--- src/rtl/falu_sequencer_if.sv ---
// falu_sequencer_if: request/response handshake and ALU drive bundle for the
// floating-point ALU sequencer. The slave modport is the sequencer's view; the
// master modport is the view of the issue logic and ALU that surround it.
`timescale 1ns/1ps

interface falu_sequencer_if;
    // Request port (issue logic -> sequencer)
    logic        req_valid;
    logic        req_ready;
    logic [3:0]  req_op;
    logic [31:0] req_a;
    logic [31:0] req_b;

    // Response port (sequencer -> consumer)
    logic        resp_valid;
    logic        resp_ready;
    logic [31:0] resp_data;
    logic        resp_err;

    // ALU drive and registered ALU result
    logic [31:0] alu_a;
    logic [31:0] alu_b;
    logic [9:0]  alu_en;
    logic [31:0] alu_data;

    modport slave (
        input  req_valid, req_op, req_a, req_b, resp_ready, alu_data,
        output req_ready, resp_valid, resp_data, resp_err, alu_a, alu_b, alu_en
    );

    modport master (
        output req_valid, req_op, req_a, req_b, resp_ready, alu_data,
        input  req_ready, resp_valid, resp_data, resp_err, alu_a, alu_b, alu_en
    );
endinterface

--- src/rtl/falu_sequencer.sv ---
// falu_sequencer: single-issue controller for the floating-point ALU.
// Accepts one operation at a time, holds exactly one ALU enable for the
// operation's latency (1 cycle, DIV_LAT for divide, SQRT_LAT for sqrt),
// captures the ALU's registered result and returns it on the response port.
// Illegal opcodes (10..15) never enable the ALU and answer with resp_err=1.
// Optional feature macro: FALU_SEQ_B2B_EN -- lets a request be accepted in
// the same cycle as the response handshake, skipping the IDLE cycle.
`timescale 1ns/1ps

module falu_sequencer #(
    parameter int unsigned DIV_LAT  = 8,
    parameter int unsigned SQRT_LAT = 8
) (
    input  logic clk,
    input  logic rst_n,
    falu_sequencer_if.slave bus
);

    typedef enum logic [1:0] {
        IDLE = 2'd0,
        EXEC = 2'd1,
        CAPT = 2'd2,
        RESP = 2'd3
    } state_t;

    localparam logic [3:0] OP_DIV  = 4'd3;
    localparam logic [3:0] OP_SQRT = 4'd4;
    localparam logic [3:0] OP_LAST = 4'd9;

    // Opcodes 0..9 map to real ALU functions; the rest are rejected.
    function automatic logic op_legal(input logic [3:0] op);
        return op <= OP_LAST;
    endfunction

    // Enable bit 9 is add (op 0) down to bit 0 for leq (op 9).
    function automatic logic [9:0] op_onehot(input logic [3:0] op);
        logic [9:0] oh;
        oh = '0;
        if (op_legal(op)) begin
            oh = 10'b10_0000_0000 >> op;
        end
        return oh;
    endfunction

    // Counter preload is latency minus one: EXEC lasts cnt+1 cycles.
    function automatic logic [7:0] op_cnt_init(input logic [3:0] op);
        logic [7:0] init;
        case (op)
            OP_DIV:  init = 8'(DIV_LAT - 1);
            OP_SQRT: init = 8'(SQRT_LAT - 1);
            default: init = 8'd0;
        endcase
        return init;
    endfunction

    state_t      state, state_n;
    logic [7:0]  cnt, cnt_n;
    logic [3:0]  op_q, op_n;
    logic [31:0] opa_q, opa_n;
    logic [31:0] opb_q, opb_n;
    logic [9:0]  alu_en_q, alu_en_n;
    logic [31:0] resp_data_q, resp_data_n;
    logic        resp_err_q, resp_err_n;
    logic        req_ready;
    logic        accept;

    // Request acceptance: IDLE always; RESP too when back-to-back is built in,
    // but only in the cycle the consumer takes the current result.
    always_comb begin
        req_ready = (state == IDLE);
`ifdef FALU_SEQ_B2B_EN
        if (state == RESP) begin
            req_ready = bus.resp_ready;
        end
`endif
        accept = bus.req_valid && req_ready;
    end

    // Next-state and next-register values for the whole controller.
    always_comb begin
        // NOTE: every signal gets a default before the case so no path leaves
        // it unassigned; otherwise synthesis infers a latch.
        state_n     = state;
        cnt_n       = cnt;
        op_n        = op_q;
        opa_n       = opa_q;
        opb_n       = opb_q;
        alu_en_n    = '0;
        resp_data_n = resp_data_q;
        resp_err_n  = resp_err_q;

        case (state)
            IDLE: begin
                // waiting; acceptance handled below
            end
            EXEC: begin
                if (cnt == 8'd0) begin
                    state_n = CAPT;
                end else begin
                    cnt_n    = cnt - 8'd1;
                    alu_en_n = op_onehot(op_q);
                end
            end
            CAPT: begin
                // ALU output register now holds the result of the last enable cycle
                resp_data_n = bus.alu_data;
                resp_err_n  = 1'b0;
                state_n     = RESP;
            end
            RESP: begin
                if (bus.resp_ready) begin
                    state_n = IDLE;
                end
            end
            default: begin
                state_n = IDLE;
            end
        endcase

        // A new operation overrides whatever the current state decided; it can
        // only happen from IDLE or (back-to-back) from a completing RESP.
        if (accept) begin
            op_n  = bus.req_op;
            opa_n = bus.req_a;
            opb_n = bus.req_b;
            if (op_legal(bus.req_op)) begin
                cnt_n    = op_cnt_init(bus.req_op);
                alu_en_n = op_onehot(bus.req_op);
                state_n  = EXEC;
            end else begin
                cnt_n       = 8'd0;
                resp_data_n = 32'd0;
                resp_err_n  = 1'b1;
                state_n     = RESP;
            end
        end
    end

    // State and datapath registers; reset drops any operation in flight.
    always_ff @(posedge clk or negedge rst_n) begin
        if (!rst_n) begin
            state       <= IDLE;
            cnt         <= 8'd0;
            op_q        <= 4'd0;
            opa_q       <= 32'd0;
            opb_q       <= 32'd0;
            alu_en_q    <= '0;
            resp_data_q <= 32'd0;
            resp_err_q  <= 1'b0;
        end else begin
            // NOTE: non-blocking assignments so every register samples the
            // values from before this edge, independent of statement order.
            state       <= state_n;
            cnt         <= cnt_n;
            op_q        <= op_n;
            opa_q       <= opa_n;
            opb_q       <= opb_n;
            alu_en_q    <= alu_en_n;
            resp_data_q <= resp_data_n;
            resp_err_q  <= resp_err_n;
        end
    end

    assign bus.req_ready  = req_ready;
    assign bus.resp_valid = (state == RESP);
    assign bus.resp_data  = resp_data_q;
    assign bus.resp_err   = resp_err_q;
    assign bus.alu_a      = opa_q;
    assign bus.alu_b      = opb_q;
    assign bus.alu_en     = alu_en_q;

    // The ALU enable bus must never carry more than one function.
    a_en_onehot: assert property (@(posedge clk) disable iff (!rst_n)
        $onehot0(alu_en_q));

    // An enable is driven exactly while the controller is executing.
    a_en_exec: assert property (@(posedge clk) disable iff (!rst_n)
        ((alu_en_q != '0) == (state == EXEC)));

    // A stalled response keeps its payload.
    a_resp_hold: assert property (@(posedge clk) disable iff (!rst_n)
        (state == RESP && !bus.resp_ready) |=>
        (state == RESP && $stable(resp_data_q) && $stable(resp_err_q)));

endmodule

--- src/flat_wrapper.sv ---
// flat-port wrapper written by rule: the top's interface ports become plain ports
module falu_sequencer_flat 
#(
    parameter int unsigned DIV_LAT  = 8,
    parameter int unsigned SQRT_LAT = 8
)
  (clk, rst_n, bus_req_valid, bus_req_op, bus_req_a, bus_req_b, bus_resp_ready, bus_alu_data, bus_req_ready, bus_resp_valid, bus_resp_data, bus_resp_err, bus_alu_a, bus_alu_b, bus_alu_en);
  falu_sequencer_if bus_i ();
  input  logic clk;
  input  logic rst_n;
  input wire logic [$bits(bus_i.req_valid)-1:0] bus_req_valid;
  input wire logic [$bits(bus_i.req_op)-1:0] bus_req_op;
  input wire logic [$bits(bus_i.req_a)-1:0] bus_req_a;
  input wire logic [$bits(bus_i.req_b)-1:0] bus_req_b;
  input wire logic [$bits(bus_i.resp_ready)-1:0] bus_resp_ready;
  input wire logic [$bits(bus_i.alu_data)-1:0] bus_alu_data;
  output wire logic [$bits(bus_i.req_ready)-1:0] bus_req_ready;
  output wire logic [$bits(bus_i.resp_valid)-1:0] bus_resp_valid;
  output wire logic [$bits(bus_i.resp_data)-1:0] bus_resp_data;
  output wire logic [$bits(bus_i.resp_err)-1:0] bus_resp_err;
  output wire logic [$bits(bus_i.alu_a)-1:0] bus_alu_a;
  output wire logic [$bits(bus_i.alu_b)-1:0] bus_alu_b;
  output wire logic [$bits(bus_i.alu_en)-1:0] bus_alu_en;
  assign bus_i.req_valid = bus_req_valid;
  assign bus_i.req_op = bus_req_op;
  assign bus_i.req_a = bus_req_a;
  assign bus_i.req_b = bus_req_b;
  assign bus_i.resp_ready = bus_resp_ready;
  assign bus_i.alu_data = bus_alu_data;
  assign bus_req_ready = bus_i.req_ready;
  assign bus_resp_valid = bus_i.resp_valid;
  assign bus_resp_data = bus_i.resp_data;
  assign bus_resp_err = bus_i.resp_err;
  assign bus_alu_a = bus_i.alu_a;
  assign bus_alu_b = bus_i.alu_b;
  assign bus_alu_en = bus_i.alu_en;
  falu_sequencer #(.DIV_LAT(DIV_LAT), .SQRT_LAT(SQRT_LAT)) u_core (.clk(clk), .rst_n(rst_n), .bus(bus_i));
endmodule
--- config.mk ---
export PLATFORM = sky130hd
export DESIGN_NAME = falu_sequencer_flat
export DESIGN_NICKNAME = d
export VERILOG_FILES = /design/src/rtl/falu_sequencer_if.sv /design/src/rtl/falu_sequencer.sv /design/src/flat_wrapper.sv
export SDC_FILE = /design/constraint.sdc
export NUM_CORES = 1
export LEC_CHECK = 0
export CORE_MARGIN = 8
export CORE_UTILIZATION = 46
export DETAILED_ROUTE_END_ITERATION = 8
export PLACE_DENSITY = 0.89
export SLEW_MARGIN = 25
export SYNTH_ARGS = -nofsm -noshare
export SYNTH_HDL_FRONTEND = slang
export SYNTH_SLANG_ARGS = --single-unit
--- constraint.sdc ---
create_clock -name clk -period 3 [get_ports clk]
set_clock_uncertainty 0.15 [all_clocks]
set_input_delay 0.6 -clock clk [delete_from_list [all_inputs] [get_ports clk]]
set_output_delay 0.6 -clock clk [all_outputs]
set_load 0.03 [all_outputs]
==> results.json <==
{
  "slew_violations": 0,
  "path_clk_slew_ps": 60,
  "cts_buffers": 17,
  "reg2reg_to": "u_core.state[0]",
  "h-tree-depth": 4,
  "fin_hold_ws_ps": -21.18,
  "worst_pin_slew_ps": 709.5,
  "worstRegToRegCells": 6,
  "antenna_found_initial": 0,
  "vdd_ir_drop_max_mv": 0.3709,
  "synth-compound-area-share_pct": 4.240,
  "dieArea_um2": 14280,
  "setup_viol": 0,
  "fin_crit_ps": 2827,
  "intPower_mw": 3.048,
  "vias": 4259,
  "cp_num_buf_inv": 2,
  "layout.cells.non_filler": 868,
  "drc_errors": 0,
  "r2r_setup_slack_ps": 800,
  "netlist_area_um2": 4928,
  "p_sw_share_pct": 20.75,
  "cts_tree": "yes",
  "synth_top_family_by_area": "simple AND/OR/NAND/NOR gates",
  "drt_first_iter_violations": 203,
  "power_density_nw_per_um2": 492.0,
  "wirelength_mm": 14.89,
  "final.setup.tns_ps": 0,
  "timing.fmax_ghz": 0.3537,
  "clock_latency_ps": 510,
  "p_sw_mw": 0.7980,
  "start_util_pct": 47.53,
  "layout-drive-gt1-share_pct": 7.104,
  "startpoint_type": "flip-flop",
  "avgSynthCellArea_um2": 9.798,
  "synth_nets": 614,
  "post_cts.repair.setup_buffers": 0,
  "wl_per_cell_um": 17.16,
  "synthAdderAreaFrac_pct": 1.777,
  "r2r-start": "u_core.cnt[0]",
  "cts_sinks": 121,
  "overflow": 0,
  "ys_types": 40,
  "fin_area_um2": 7816,
  "dp.cells": 836,
  "die_h_um": 119.5,
  "crit_arrival_ps": 2080,
  "gp_congestion": 0.8870,
  "grt_pass1_wl_mm": 24.09,
  "root_buffer": "clkbuf_8",
  "ys.flop_type": "dfrtp_1",
  "synth.area.mux_share_pct": 6.728,
  "layout_commonest_cell": "clkdlybuf4s50_1",
  "hp-class": "in2async",
  "cts_resized": 0,
  "synthSimpleGateAreaFrac_pct": 22.54,
  "grt_pass1_vias": 4695,
  "comb_power_share_pct": 4.8,
  "core_area_um2": 10370,
  "synth_xor_area_share_pct": 0.7108,
  "critPathCaptureType": "output pin",
  "cts_hold_buf": 0,
  "async_flop_share_pct": 100.0,
  "ios": 213,
  "p_clk_share_pct": 52.7,
  "cp.required_ps": 2250,
  "slowest_delay_ps": 750,
  "clockBufferDepth": 2,
  "grt_start_max_net_pins": 56,
  "cap_violations": 0,
  "p_seq_share_pct": 42.5,
  "cpLargestDelayFamily": "buffers and inverters",
  "p_total_mw": 3.846,
  "io_buffers": 212,
  "dpl_cell_area_um2": 7216,
  "hold_viol": 15,
  "num_rows": 37,
  "hpwl_mm": 10.97,
  "n_antenna_cell": 0,
  "power.leakage_nw": 3.706,
  "status": "finished with violations",
  "n_fill_cell": 682,
  "first_pass_iters": 4,
  "final_cell_mix": "211 x clkdlybuf4s50_1, 209 x nand2_1, 121 x dfrtp_1",
  "grt_usage_pct": 21.05,
  "crit_type": "reg2out",
  "cp_max_fo": 5,
  "period_share_pct": 94.23,
  "cpMaxStageDelayCell": "clkdlybuf4s50_1",
  "worstPathCellList": "inv_1, ha_1, clkdlybuf4s50_1",
  "area_growth_pct": 58.59,
  "die_w_um": 119.5,
  "relSlewSlack_pct": 52.70,
  "rsz0062_at_grt": "no",
  "nets": 830,
  "seq_area_frac_synth_pct": 61.44,
  "vias_per_cell": 4.907,
  "ys_warn_count": 0,
  "netlist_instances": 503,
  "ys_ff_latch": 121,
  "synth_edf_count": 0,
  "antenna_left": 0,
  "violations": "negative hold slack"
}
[Yosys cell counts, types with 4 or more instances]
master / count / area, um2
nand2_1: 210 / 788.3
dfrtp_1: 121 / 3028
nor2_1: 40 / 150.1
mux2i_1: 32 / 320.3
clkbuf_1: 17 / 63.81
ha_1: 7 / 87.58
o22ai_1: 7 / 43.79
inv_1: 6 / 22.52
o21ai_0: 6 / 30.03
buf_2: 5 / 25.02
or3_1: 5 / 31.28
a21oi_1: 4 / 20.02
buf_1: 4 / 15.01
[how the worst max path moves through the flow]
| stage | start | to | slack, ps | cells after the start |
|---|---|---|---|---|
| 2_1_floorplan | u_core.state[0] | u_core.bus.alu_a[10] | 890 | 8 |
| 3_3_place_gp | bus_req_op[0] | u_core.cnt[1] | 500 | 5 |
| 3_5_place_dp | bus_req_op[0] | u_core.cnt[0] | 490 | 5 |
| 4_1_cts | u_core.state[0] | bus_req_ready | 170 | 3 |
| 5_1_grt | u_core.state[0] | bus_req_ready | 70 | 3 |
| 6_report | u_core.state[0] | bus_req_ready | 170 | 3 |
[kinds of logic (layout without fill, tap and decap cells)]
| logic type | Yosys count | in the layout |
|---|---|---|
| multiplexers | 33 | 33 |
| AO/OA/AOI/OAI | 31 | 31 |
| adder cells (fa/ha/maj) | 7 | 7 |
| flip-flops | 121 | 121 |
| AND/OR/NAND/NOR | 275 | 275 |
| XOR/XNOR | 4 | 4 |
| buffers and inverters | 32 | 261 |
[power by group through the flow]
stage	Combinational (mW)	Sequential [mW]	Clock, mW
floorplan	0.00852	1.66	0
global placement	0.182	1.66	0
detailed placement	0.187	1.66	0
CTS	0.189	1.63	2.06
global route	0.202	1.63	2.14
finish	0.186	1.63	2.03
[state kept, by name, indices dropped and copies added, names as in the netlist]
signal	flops
u_core.bus.alu_en	10
u_core.cnt	8
u_core.bus.resp_err	1
u_core.op_q	4
u_core.bus.alu_b	32
u_core.state	2
u_core.bus.alu_a	32
u_core.bus.resp_data	32
[routing by layer]
layer  GRT usage (%)  routed length (um)
met5               0                   0
met4           7.884                 289
met3           8.579                1268
met2           37.93                7893
met1           21.41                5442
[area by class of cell]
type / count / area [um2] / area share, %
Sequential cell: 121 / 3028 / 38.74
Clock inverter: 14 / 172.7 / 2.209
Tap cell: 136 / 170.2 / 2.177
Timing Repair Buffer: 223 / 2215 / 28.33
Clock buffer: 18 / 427.9 / 5.475
Multi-Input combinational cell: 350 / 1780 / 22.78
Inverter: 6 / 22.52 / 0.2881
[stage by stage]
step / setup WS [ps] / utilization [%] / hold WS, ps
after floorplan: 894.1 / - / 154.4
after global placement: 504.1 / 69.58 / 307.0
after detailed placement: 488.7 / 69.58 / 311.2
after CTS: 169.4 / 75.37 / 0.9091
after global routing: 74.10 / 75.37 / 30.94
final: 173.0 / 75.37 / -21.18
[worst register-to-register path, stage by stage, from the launching register on]
cell     delay, ps
dfrtp_1        410
inv_1          100
ha_1           150
or3b_2         510
o21ai_2        280
a21oi_1        110
or3_1          370
Note: power is estimated with default switching activity, not from simulation.
